$ cat config.mk
export PLATFORM = sky130hd
export DESIGN_NAME = pxs_cursor_ovl
export DESIGN_NICKNAME = d
export VERILOG_FILES = /design/src/rtl/pxs_cursor_ovl_pkg.sv /design/src/rtl/pxs_frame_blink.sv /design/src/rtl/pxs_cursor_ovl.sv
export SDC_FILE = /design/constraint.sdc
export NUM_CORES = 1
export LEC_CHECK = 0
export ABC_AREA = 1
export CAP_MARGIN = 25
export CORE_MARGIN = 1.5
export CORE_UTILIZATION = 40
export CTS_CLUSTER_DIAMETER = 100
export DETAILED_ROUTE_END_ITERATION = 7
export GPL_TIMING_DRIVEN = 0
export PLACE_DENSITY = 0.65
export SYNTH_ARGS = -nofsm -noshare
export SYNTH_HDL_FRONTEND = slang
export SYNTH_SLANG_ARGS = --single-unit
$ cat constraint.sdc
create_clock -name px_clk -period 4.03 [get_ports px_clk]
set_clock_uncertainty 0.2 [all_clocks]
set_input_delay 0.403 -clock px_clk [delete_from_list [all_inputs] [get_ports px_clk]]
set_output_delay 0.403 -clock px_clk [all_outputs]
set_load 0.01 [all_outputs]
$ cat src/rtl/pxs_cursor_ovl_pkg.sv
// Shared definitions for the console pixel stream and the cursor overlay.
// Latency: n/a (types, field positions and encodings only).
// Backpressure: n/a.
package pxs_cursor_ovl_pkg;

  // Pixel stream word layout (RGBStr), LSB first.
  localparam int PXS_W       = 26;
  localparam int PXS_ACT     = 0;
  localparam int PXS_VS      = 1;
  localparam int PXS_HS      = 2;
  localparam int PXS_YC_LSB  = 3;
  localparam int PXS_YC_MSB  = 12;
  localparam int PXS_XC_LSB  = 13;
  localparam int PXS_XC_MSB  = 22;
  localparam int PXS_R       = 23;
  localparam int PXS_G       = 24;
  localparam int PXS_B       = 25;
  localparam int PXS_RGB_LSB = 23;
  localparam int PXS_RGB_MSB = 25;

  // Same layout as a packed struct; rgb[0] is R, rgb[2] is B.
  typedef struct packed {
    logic [2:0] rgb;
    logic [9:0] xc;
    logic [9:0] yc;
    logic       hs;
    logic       vs;
    logic       act;
  } pxs_t;

  // tcursor[1:0] shape encodings.
  typedef enum logic [1:0] {
    CUR_OFF   = 2'b00,
    CUR_BLOCK = 2'b01,
    CUR_ULINE = 2'b10,
    CUR_BAR   = 2'b11
  } cur_shape_t;

  // tcursor bit positions for blink enable and draw mode.
  localparam int TC_BLINK = 2;
  localparam int TC_MODE  = 3;

  // Draw modes carried in tcursor[3].
  localparam logic CUR_MODE_INV   = 1'b0;
  localparam logic CUR_MODE_WHITE = 1'b1;

endpackage

$ cat src/rtl/pxs_frame_blink.sv
// Frame-event detector and blink phase generator driven by the stream's VS bit.
// Latency: o_fe is combinational from i_vs; o_phase updates one cycle after a frame event.
// Backpressure: none; observes the stream every cycle.
// Ports: px_clk, rst_n (async, active low), i_vs (VS bit of the stream),
//        o_fe (VS rising edge this cycle), o_phase (1 = blink "on" half-period).
module pxs_frame_blink #(
  parameter int BLINK_FRAMES = 16
) (
  input  logic px_clk,
  input  logic rst_n,
  input  logic i_vs,
  output logic o_fe,
  output logic o_phase
);

  localparam int FCW = (BLINK_FRAMES > 1) ? $clog2(BLINK_FRAMES) : 1;
  localparam logic [FCW-1:0] FCNT_LAST = FCW'(BLINK_FRAMES - 1);

  logic           r_vs_prev;
  logic [FCW-1:0] r_fcnt;
  logic           r_phase;

  assign o_fe    = i_vs & ~r_vs_prev;
  assign o_phase = r_phase;

  // The timer runs regardless of whether any consumer has blinking enabled.
  always_ff @(posedge px_clk or negedge rst_n) begin
    if (!rst_n) begin
      r_vs_prev <= 1'b0;
      r_fcnt    <= '0;
      r_phase   <= 1'b1;
    end else begin
      r_vs_prev <= i_vs;
      if (o_fe) begin
        if (r_fcnt == FCNT_LAST) begin
          r_fcnt  <= '0;
          r_phase <= ~r_phase;
        end else begin
          r_fcnt <= r_fcnt + 1'b1;
        end
      end
    end
  end

endmodule

$ cat src/rtl/pxs_cursor_ovl.sv
// Text-console cursor overlay (block / underline / bar, invert or force-white) on the RGBStr stream.
// Latency: exactly 2 px_clk cycles on every field.
// Backpressure: none; one pixel in and one pixel out every cycle.
// Ports: px_clk, rst_n (async, active low), RGBStr_i / RGBStr_o (26-bit stream),
//        pos_x / pos_y (cursor cell), tcursor ([1:0] shape, [2] blink enable, [3] force white).
module pxs_cursor_ovl
  import pxs_cursor_ovl_pkg::*;
#(
  parameter int GW           = 8,
  parameter int GH           = 8,
  parameter int COLS         = 80,
  parameter int ROWS         = 60,
  parameter int BLINK_FRAMES = 16,
  parameter int BAR          = 2
) (
  input  logic             px_clk,
  input  logic             rst_n,
  input  logic [PXS_W-1:0] RGBStr_i,
  input  logic [6:0]       pos_x,
  input  logic [6:0]       pos_y,
  input  logic [3:0]       tcursor,
  output logic [PXS_W-1:0] RGBStr_o
);

  localparam int GWL = $clog2(GW);
  localparam int GHL = $clog2(GH);
  localparam logic [31:0] BAR_U   = 32'(BAR);
  localparam logic [31:0] ULINE_Y = 32'(GH - BAR);
  localparam logic [31:0] COLS_U  = 32'(COLS);
  localparam logic [31:0] ROWS_U  = 32'(ROWS);

  pxs_t w_in;
  assign w_in = pxs_t'(RGBStr_i);

  // Frame event and blink phase.
  logic w_fe;
  logic w_phase;

  pxs_frame_blink #(
    .BLINK_FRAMES (BLINK_FRAMES)
  ) u_blink (
    .px_clk  (px_clk),
    .rst_n   (rst_n),
    .i_vs    (w_in.vs),
    .o_fe    (w_fe),
    .o_phase (w_phase)
  );

  // Shadow copies of the cursor controls, taken once per frame.
  logic [6:0] r_sh_x;
  logic [6:0] r_sh_y;
  logic [3:0] r_sh_tc;

  always_ff @(posedge px_clk or negedge rst_n) begin
    if (!rst_n) begin
      r_sh_x  <= '0;
      r_sh_y  <= '0;
      r_sh_tc <= '0;
    end else if (w_fe) begin
      r_sh_x  <= pos_x;
      r_sh_y  <= pos_y;
      r_sh_tc <= tcursor;
    end
  end

  // The pixel carrying the VS rise is already judged with the freshly latched values.
  logic [6:0] w_cur_x;
  logic [6:0] w_cur_y;
  logic [3:0] w_cur_tc;

  assign w_cur_x  = w_fe ? pos_x   : r_sh_x;
  assign w_cur_y  = w_fe ? pos_y   : r_sh_y;
  assign w_cur_tc = w_fe ? tcursor : r_sh_tc;

  // Cell origin and bounds; 11-bit compares so ax+GW never wraps.
  logic [9:0]     w_ax;
  logic [9:0]     w_ay;
  logic [10:0]    w_ax_end;
  logic [10:0]    w_ay_end;
  logic           w_inx;
  logic           w_iny;
  logic [GWL-1:0] w_dx;
  logic [GHL-1:0] w_dy;

  assign w_ax     = 10'(w_cur_x) << GWL;
  assign w_ay     = 10'(w_cur_y) << GHL;
  assign w_ax_end = {1'b0, w_ax} + 11'(GW);
  assign w_ay_end = {1'b0, w_ay} + 11'(GH);
  assign w_inx    = ({1'b0, w_in.xc} >= {1'b0, w_ax}) && ({1'b0, w_in.xc} < w_ax_end);
  assign w_iny    = ({1'b0, w_in.yc} >= {1'b0, w_ay}) && ({1'b0, w_in.yc} < w_ay_end);
  assign w_dx     = w_in.xc[GWL-1:0] - w_ax[GWL-1:0];
  assign w_dy     = w_in.yc[GHL-1:0] - w_ay[GHL-1:0];

  logic w_shape_hit;

  always_comb begin
    w_shape_hit = 1'b0;
    case (w_cur_tc[1:0])
      CUR_BLOCK: w_shape_hit = 1'b1;
      CUR_ULINE: w_shape_hit = (32'(w_dy) >= ULINE_Y);
      CUR_BAR:   w_shape_hit = (32'(w_dx) < BAR_U);
      default:   w_shape_hit = 1'b0;
    endcase
  end

  logic w_visible;
  logic w_in_range;
  logic w_draw;

  assign w_visible  = w_phase | ~w_cur_tc[TC_BLINK];
  assign w_in_range = (32'(w_cur_x) < COLS_U) && (32'(w_cur_y) < ROWS_U);
  assign w_draw     = w_inx & w_iny & w_shape_hit & w_in.act & w_visible & w_in_range;

  // Stage 1: stream plus the draw decision and mode.
  pxs_t r_s1_pix;
  logic r_s1_draw;
  logic r_s1_mode;

  always_ff @(posedge px_clk or negedge rst_n) begin
    if (!rst_n) begin
      r_s1_pix  <= '0;
      r_s1_draw <= 1'b0;
      r_s1_mode <= 1'b0;
    end else begin
      r_s1_pix  <= w_in;
      r_s1_draw <= w_draw;
      r_s1_mode <= w_cur_tc[TC_MODE];
    end
  end

  // Stage 2: colour substitution; only RGB is ever modified.
  pxs_t w_s2_pix;
  pxs_t r_s2_pix;

  always_comb begin
    w_s2_pix = r_s1_pix;
    if (r_s1_draw) begin
      w_s2_pix.rgb = (r_s1_mode == CUR_MODE_WHITE) ? 3'b111 : ~r_s1_pix.rgb;
    end
  end

  always_ff @(posedge px_clk or negedge rst_n) begin
    if (!rst_n) begin
      r_s2_pix <= '0;
    end else begin
      r_s2_pix <= w_s2_pix;
    end
  end

  assign RGBStr_o = r_s2_pix;

endmodule

# Word level (Yosys, flattened, before mapping)
# Cells that the tools add are included.
[op_classes] reduce_logical=4 order_cmp=8 n_eq_ne=4 n_addsub=3 n_mux=7 n_bitwise=11
[op_table] operator="$add A10 B4 Y11 const B" count=2
[op_table] operator="$lt A10 B11 Y1" count=2
[op_table] operator="$ge A10 B10 Y1" count=2
[op_table] operator="$mux W7" count=2
[op_table] operator="$mux W4" count=2
[op_table] operator="$lt A7 B6 Y1 const B" count=1
[op_table] operator="$lt A7 B7 Y1 const B" count=1
[op_table] operator="$and A1 B1 Y1" count=6
[op_table] operator="$mux W3" count=2
[op_table] operator="$add A4 B1 Y4 const B" count=1
[op_table] operator="$eq A2 B2 Y1 const B" count=2
[op_table] operator="$eq A4 B4 Y1 const B" count=1
[op_table] operator="$ge A3 B3 Y1 const B" count=1
[op_table] operator="$logic_and A1 B1 Y1" count=3
[op_table] operator="$lt A3 B2 Y1 const B" count=1
[op_table] operator="$not A1 Y1" count=3
[op_table] operator="$not A3 Y3" count=1
[op_table] operator="$pmux W1 S3" count=1
[op_table] operator="$eq A2 B1 Y1 const B" count=1
[op_table] operator="$reduce_and A2 Y1" count=1
[op_table] operator="$or A1 B1 Y1" count=1
[totals] regBits=77 output_inout_bits=26 elab_cells=56 input_bits=46

# Logic depth before layout (Yosys ltp)
[depth] word_depth=11 mapped_depth=20 ltp_nobuf=19

# Hierarchy
# Synthesis repeated with hierarchy kept, for this count alone.
[hier_totals] cells_unflattened=316 area_unflattened_um2=3339.5
[modules_own_cells] module="pxs_cursor_ovl" area_each_um2=3059.2 seq_area_each_um2=1776.7 instances=1 cells_per_inst=287
[modules_own_cells] module="pxs_frame_blink" area_each_um2=280.3 seq_area_each_um2=151.4 instances=1 cells_per_inst=29

# Least setup slack after synthesis
# No wires, ideal clock.
[synth_path] kind="flip-flop to flip-flop" start="reg u_blink.r_vs_prev" end="reg r_s1_draw" setup_time_ps=115 n_path_buf=1 period_less_slack_ps=2416 slack_ps=1614 path_stages_with_launch=20 t_arrival_ps=2101 t_required_ps=3715 cell_sequence="dfrtp_1 > inv_2 > nand2_4 > buf_6 > nand2_1 > o21a_1 > inv_1 > ha_1 > xnor2_1 > ha_1 > nand2_1 > o21bai_1 > nand2_1 > nand2_1 > nand2_1 > nand2_1 > nand2_1 > nand2_1 > nand3_1 > nor2_1"
[synth_between] elab_chain_len=11 word_cells_on_any_way=27 classes_between="add/sub (2); order compare (6); eq/ne (3); mux (4); bitwise (9); reduce/logical (3)"
[synth_lines] item="from (decl)" line_no="pxs_frame_blink.sv:19" rtl="logic r_vs_prev;"
[synth_lines] item="from (signal assigned)" line_no="pxs_frame_blink.sv:33" rtl="r_vs_prev <= i_vs;"
[synth_lines] item="$not A1 Y1 *" line_no="pxs_frame_blink.sv:23" rtl="assign o_fe = i_vs & ~r_vs_prev;"
[synth_lines] item="$and A1 B1 Y1 *" line_no="pxs_frame_blink.sv:23"
[synth_lines] item="$mux W7 *"
[synth_lines] item="via w_cur_y[0]" line_no="pxs_cursor_ovl.sv:68" rtl="logic [6:0] w_cur_y;"
[synth_lines] item="$add A10 B4 Y11" line_no="pxs_cursor_ovl.sv:88" rtl="assign w_ay_end = {1'b0, w_ay} + 11'(GH);"
[synth_lines] item="$lt A10 B11 Y1" line_no="pxs_cursor_ovl.sv:90" rtl="assign w_iny = ({1'b0, w_in.yc} >= {1'b0, w_ay}) && ({1'b0, w_in.yc} < w_ay_end);"
[synth_lines] item="$logic_and A1 B1 Y1" line_no="pxs_cursor_ovl.sv:90"
[synth_lines] item="$and A1 B1 Y1 (4 in a row)" line_no="pxs_cursor_ovl.sv:112" rtl="assign w_draw = w_inx & w_iny & w_shape_hit & w_in.act & w_visible & w_in_range;"
[synth_lines] item="$and A1 B1 Y1 *" line_no="pxs_cursor_ovl.sv:112"
[synth_lines] item="via w_draw" line_no="pxs_cursor_ovl.sv:108" rtl="logic w_draw;"
[synth_lines] item="to (signal assigned)" line_no="pxs_cursor_ovl.sv:126" rtl="r_s1_draw <= w_draw;"
[synth_lines] item="to (decl)" line_no="pxs_cursor_ovl.sv:116" rtl="logic r_s1_draw;"
# The timed path passes the listed nets; every way through them passes the cells marked *.
# A chain may end at the register's enable or synchronous reset.

# Worst setup path in the final report
[layout_path] start="in RGBStr_i[1]" end="reg r_s1_draw"
[layout_between] elab_chain_len=10 word_cells_on_any_way=26 classes_between="add/sub (2); order compare (6); eq/ne (3); mux (4); bitwise (8); reduce/logical (3)"
[layout_lines] item="from (decl)" line_no="pxs_cursor_ovl.sv:18" rtl="input logic [PXS_W-1:0] RGBStr_i,"
[layout_lines] item="$and A1 B1 Y1 *" line_no="pxs_frame_blink.sv:23"
[layout_lines] item="$mux W7 *"
[layout_lines] item="via w_cur_y[0]" line_no="pxs_cursor_ovl.sv:68"
[layout_lines] item="$add A10 B4 Y11" line_no="pxs_cursor_ovl.sv:88"
[layout_lines] item="$lt A10 B11 Y1" line_no="pxs_cursor_ovl.sv:90"
[layout_lines] item="$logic_and A1 B1 Y1" line_no="pxs_cursor_ovl.sv:90"
[layout_lines] item="$and A1 B1 Y1 (4 in a row)" line_no="pxs_cursor_ovl.sv:112"
[layout_lines] item="$and A1 B1 Y1 *" line_no="pxs_cursor_ovl.sv:112"
[layout_lines] item="via w_draw" line_no="pxs_cursor_ovl.sv:108"
# Marked as above.

==> flow_summary.yaml <==
routing:
  drtIter0Drc: 55
  drc: 0
  wire_per_inst_um: 12.1
  ant_nets: 0
  first_pass_iters: 4
  viasPerCell: 4.38
  vias: 2217
  wl_um: 6150
power_and_ir_drop:
  ir_worst_vdd_mv: 0.166
  total_power_mw: 1.85
  leakagePower_nw: 2.15
  p_per_area_mw_per_mm2: 419
critical_path:
  crit_path_end_kind: "flip-flop"
  reg2reg_to: "r_s1_draw"
  cp_common_cell: "nand2_1"
  critical_path.max_fanout: 10
  slowest_stage: "clkdlybuf4s50_1"
  r2r_slack_ns: 1.18
  crit_chain: "clkdlybuf4s50_1 > nand2_4 > buf_2 > o21a_1 > inv_1 > ha_1 > nand2_1 > xor2_1 > ha_1 > nand2_1 > inv_1 > nand2_1 > nand2_1 > nand2_1 > nand2_1 > nand2_1 > nand3_1 > nor2_1"
  path_delay_family: "buffers and inverters"
  crit_start: "RGBStr_i[1]"
  max_stage_delay_ns: 0.48
  worst-path-buf-inv: 4
  ff2ff_path_depth: 18
  criticalPathCategory: "input pin to flip-flop"
  crit_arrival_ns: 3.09
  reg2reg_from: "u_blink.r_vs_prev"
  cp.required_ns: 4.10
  cp-start-kind: "input pin"
synth:
  syn_area_per_cell_sq_um: 10.7
  syn_nets: 388
  synth_cell_type_count: 28
  async_flop_share_pct: 100
  synth-seq-cells: 76
  yosysSeqAreaShare_pct: 56.9
  synthCells: 312
  ys.warnings.count: 0
  ys.flop_type: "dfrtp_1"
  syn-cell-area_sq_mm: 0.00334
  synth-edff-count: 0
timing:
  setup_ws_ns: 1.01
  period_share_pct: 75.0
  relSlewSlack_pct: 74.2
  fin_hold_ws_ns: 0.149
  hold_viol: 0
  setup_viol: 0
  min_period_ns: 3.02
  drv_slew: 0
  rsz0062_at_grt: "no"
  max_freq_mhz: 331
  fin_tns_setup_ns: 0
  worst_slew_pin_slew_ns: 0.385
place:
  portBuffers: 71
  place.gp.congestion: 0.826
  post-place-ws_ns: 0.663
  dp_hpwl_um: 4660
floorplanning:
  initial_core_util_pct: 41.1
  dieArea_sq_mm: 0.00891
  die_y_um: 94.4
  die_w_um: 94.4
  rows: 33
  boundaryPins: 72
  core_sq_mm: 0.00813
cts:
  cts.sinks: 76
  cts_max_path_buffers: 2
  post_cts_buffers: 0
  insertion_delay_ns: 0.34
  ctsHtreeMaxLevel: 3
  numCtsBuffers: 9
  cts_tree: "built"
  cts_root_buffer: "clkbuf_8"
  clk_pin_slew_ns: 0.07
global_routing:
  antenna_found_initial: 0
  grt_max_degree: 58
  grt_pass1_vias: 2375
  grt_overflow_total: 0
  grt_pass1_wl_um: 10900
  grt_use_total_pct: 16.1
finish:
  regArea_sq_mm: 0.00190
  fill_cells: 728
  layout-drive-gt1-share_pct: 10.7
  final_util_pct: 54.4
  areaGrowthSynthToFinish_pct: 32.5
  antennaDiodeCount: 0
  final_net_count: 472
  multiInputGateArea_sq_mm: 0.00122
worst_hold_path:
  min_to: "RGBStr_o[5]"
  whs_path_depth: 0
  hold_path.class: "flip-flop to flip-flop"
  holdCritStartpoint: "r_s1_pix[5]"
run:
  drv_cap: 0
status:
  status: "finished, final reports clean"
==> Yosys cell counts (5+ instances only) <==
| cell type | number | share of area (%) |
|---|---|---|
| nor2_1 | 14 | 1.6 |
| nand2_1 | 60 | 6.7 |
| xor2_1 | 10 | 2.6 |
| o21ai_0 | 8 | 1.2 |
| nand3_1 | 12 | 1.8 |
| a21oi_1 | 12 | 1.8 |
| dfrtp_1 | 75 | 56 |
| o21ai_4 | 5 | 2.4 |
| inv_1 | 47 | 5.3 |
| ha_1 | 30 | 11 |
==> repair_timing <==
item / CTS / global route
gates resized for setup: 0 / 0
hold buffers: 1 / 0
hold endpoints to repair: 19 / 0
==> how the worst max path moves through the flow <==
| stage | endpoint | slack, ns | cells past startpoint |
|---|---|---|---|
| 2_1_floorplan | r_s1_draw | 1.61 | 19 |
| 5_1_grt | r_s1_draw | 0.82 | 18 |
| 3_5_place_dp | r_s1_draw | 0.66 | 18 |
| 4_1_cts | r_s1_draw | 1.02 | 18 |
| 3_3_place_gp | r_s1_pix[16] | -0.17 | 1 |
| 6_report | r_s1_draw | 1.01 | 18 |
==> cell type report <==
| cell class | instances | share of cell area [%] |
|---|---|---|
| inverters | 51 | 4.32 |
| flip-flops and latches | 76 | 43.0 |
| well taps | 105 | 2.97 |
| plain buffers | 3 | 0.622 |
| clock buffers | 12 | 3.05 |
| clock inverters | 4 | 1.67 |
| repair buffers | 73 | 16.8 |
| multi-input cells | 182 | 27.6 |
==> logic make-up after synthesis <==
| group | after synthesis | share of synthesized area (%) |
|---|---|---|
| and+or+nand+nor | 103 | 14.1 |
| AOI/OAI and AO/OA | 36 | 7.75 |
| adders and majority gates | 30 | 11.2 |
| xor gates and xnor gates | 13 | 3.41 |
| buffers and inverters | 54 | 6.55 |
| DFF | 76 | 56.9 |
==> where the power goes <==
part | internal (mW) | switching (mW)
combinational | 0.172 | 0.202
clock | 0.350 | 0.267
sequential | 0.837 | 0.0265
total | 1.36 | 0.496
==> stage by stage <==
step	area [sq um]	cells
CTS	4430	506
global placement	4180	488
floorplan	3340	312
finish	4430	506
detailed placement	4210	489
global route	4430	506
==> registers in the layout, summed over array words and instances (netlist names) <==
name	cells
r_s1_draw	1
RGBStr_o	26
r_sh_x	7
r_sh_y	7
r_s1_mode	1
u_blink.r_fcnt	4
u_blink.o_phase	1
u_blink.r_vs_prev	1
r_sh_tc	3
r_s1_pix	25
==> placed cells by master, fill, tap and decap left out, drive strengths merged <==
cell and n:
o21bai 1, nand4 4, clkdlybuf4s50 70, bufinv 2
nor4 1, o2111ai 1, nand3 12, clkbuf 12
xor2 10, a21oi 12, or2 1, buf 5
dfrtp 75, dlygate4sd3 1, nand2 66, xnor2 3
nor3 2, inv 51, dfstp 1, nor2 17
o21a 2, o21ai 20, ha 30, clkinv 2
==> layer usage <==
layer	GRT usage [%]	share of wire, %
met5	0	0
met4	8.71	2.3
met3	3.22	4.5
met2	24.9	45
met1	21.2	48
Power figures use the tool's default switching activity.
==> variant: new RTL, same flow settings <==
`BLINK_FRAMES` is set to 16 in 2 places; all go to 32.
--- a/src/rtl/pxs_frame_blink.sv
+++ b/src/rtl/pxs_frame_blink.sv
@@ -6,3 +6,3 @@
 module pxs_frame_blink #(
-  parameter int BLINK_FRAMES = 16
+  parameter int BLINK_FRAMES = 32
 ) (
--- a/src/rtl/pxs_cursor_ovl.sv
+++ b/src/rtl/pxs_cursor_ovl.sv
@@ -12,3 +12,3 @@
   parameter int ROWS         = 60,
-  parameter int BLINK_FRAMES = 16,
+  parameter int BLINK_FRAMES = 32,
   parameter int BAR          = 2
Behaviour: no difference found for any inputs over 10 cycles, from zero or initial values and one cycle with rst_n low; that may be too few to reach the edited logic, so the function may still have changed.
==> variant against the original RTL <==
- sequential share of layout area is 0.98 points lower
- sequential cell count is 1 higher
- die area is 4.9% higher
- setup slack better by 0.15 ns
- via count is 4.5% higher
- power is 0.61% higher
- count of clock-buffer cells in the layout is 2 lower
- design area is 3.7% higher
- area after synthesis is 5.1% higher
- routed wire length is 3.5% higher
- clock power is 6.0% lower
- critical path type unchanged
==> variant: results (changes against the original RTL) <==
metric	value	unit	change
outcome	completed		unchanged
GPL Wtd Cong	0.7919		was 0.8256
fin nets	484		was 472
Yosys cell types	31		was 28
reg-to-reg startpoint	u_blink.r_vs_prev$_DFF_PN0_		unchanged
largest net degree at the start of global routing	46		was 58
ys async rst share	100.0	%	unchanged
Rel. slew slack	70.51	%	was 74.19%
Via density	4.464		was 4.381
part of the Yosys area used for sequential elements	54.90	%	was 56.94%
Commonest cells post-synth	dfrtp_1, nand2_1, inv_1		unchanged
P_leak	2.202	nW	was 2.145 nW
vias in the first global route	2306		was 2,375
hold_sp	r_s1_pix[10]$_DFF_PN0_		was r_s1_pix[5]$_DFF_PN0_
DP Area	4383	um^2	was 4209 um^2
Total Wirelength	6.362	mm	was 6.145 mm
CP arrival	2.91	ns	was 3.09 ns
DRC	0		unchanged
pre-CTS WS	0.7762	ns	was 0.6630 ns
CP peak stage delay	0.56	ns	was 0.48 ns
global-route wire length before repair	10.96	mm	was 10.86 mm
syn_nets	400		was 388
Initial DRC Count	37		was 55
worst vdd ir	0.1965	mV	was 0.1657 mV
share of layout cells above drive strength 1	14.60	%	was 10.72%
-- variant: changes by cell type in the layout (fill, tap and decap cells not counted), sizes merged, moves of 2 or more --
| cell | unedited run | this run |
|---|---|---|
| nand2 | 66 | 70 |
| clkbuf | 12 | 10 |
| nand3 | 12 | 14 |
| nor2 | 17 | 19 |
| xnor2 | 3 | 1 |
-- variant: repair_timing --
| action | CTS | global route |
|---|---|---|
| hold buffers | 1 | 0 |
| buffers inserted | 0 | 0 |
| endpoints found under the hold margin | 32 | 0 |
-- variant: area by class of cell --
class / count / area (um^2)
sequential: 77 / 1928
buffer: 4 / 62.56
tap: 108 / 135.1
fill: 787 / 4003
timing repair buffer: 73 / 745.7
multi-input combinational: 190 / 1325
clock buffer: 10 / 137.6
inverter: 52 / 196.4
clock inverter: 5 / 60.06
-- variant: per-layer routing --
| layer | global-route usage (%) | wire length [um] | share of wire, % | up-vias |
|---|---|---|---|---|
| li1 | - | - | - | 1187 |
| met1 | 19.05 | 2930 | 46 | 1077 |
| met2 | 24.37 | 3146 | 49 | 45 |
| met3 | 2.312 | 198 | 3.1 | 8 |
| met4 | 6.355 | 86 | 1.4 | 0 |
| met5 | 0 | 0 | 0 | - |
-- variant: per-stage QoR --
step | instances | setup TNS [ns] | utilization [%] | power [W]
finish | 519 | 0 | 53.42 | 0.001866
global route | 519 | 0 | 53.42 | 0.001990
CTS | 519 | 0 | 53.42 | 0.001896
detailed placement | 503 | 0 | 51.00 | 0.001307
global placement | 502 | -20.89 | 50.71 | 0.001287
floorplan | 323 | 0 | - | 0.001147
-- variant: power by group --
group	internal, W	leakage, nW	switching, W
combinational	0.000190	1.20	0.000216
sequential	0.000847	0.905	0.0000331
clock	0.000302	0.0987	0.000277
-- variant: cells by family (layout without fill, tap and decap cells) --
logic type                 count (synthesis)  in the layout  share of synthesized area, %
buffers and inverters                     56            144                         7.374
and+or+nand+nor                          111            111                         15.68
AOI/OAI and AO/OA                         37             37                         8.265
adders and majority gates                 31             31                         11.04
DFF                                       77             77                         54.90
xor gates and xnor gates                  11             11                         2.743
-- variant: worst paths after layout --
path / end / slack [ns] / depth (start not counted)
max: r_s1_draw$_DFF_PN0_ / 1.15 / 18
min: RGBStr_o[10]$_DFF_PN0_ / 0.15 / 0
max reg2reg: r_s1_draw$_DFF_PN0_ / 1.34 / 18
min reg2reg: RGBStr_o[10]$_DFF_PN0_ / 0.15 / 0
max in group asynchronous: u_blink.o_phase$_DFFE_PN1P_ / 2.66 / 3
min in group asynchronous: RGBStr_o[2]$_DFF_PN0_ / 0.34 / 2
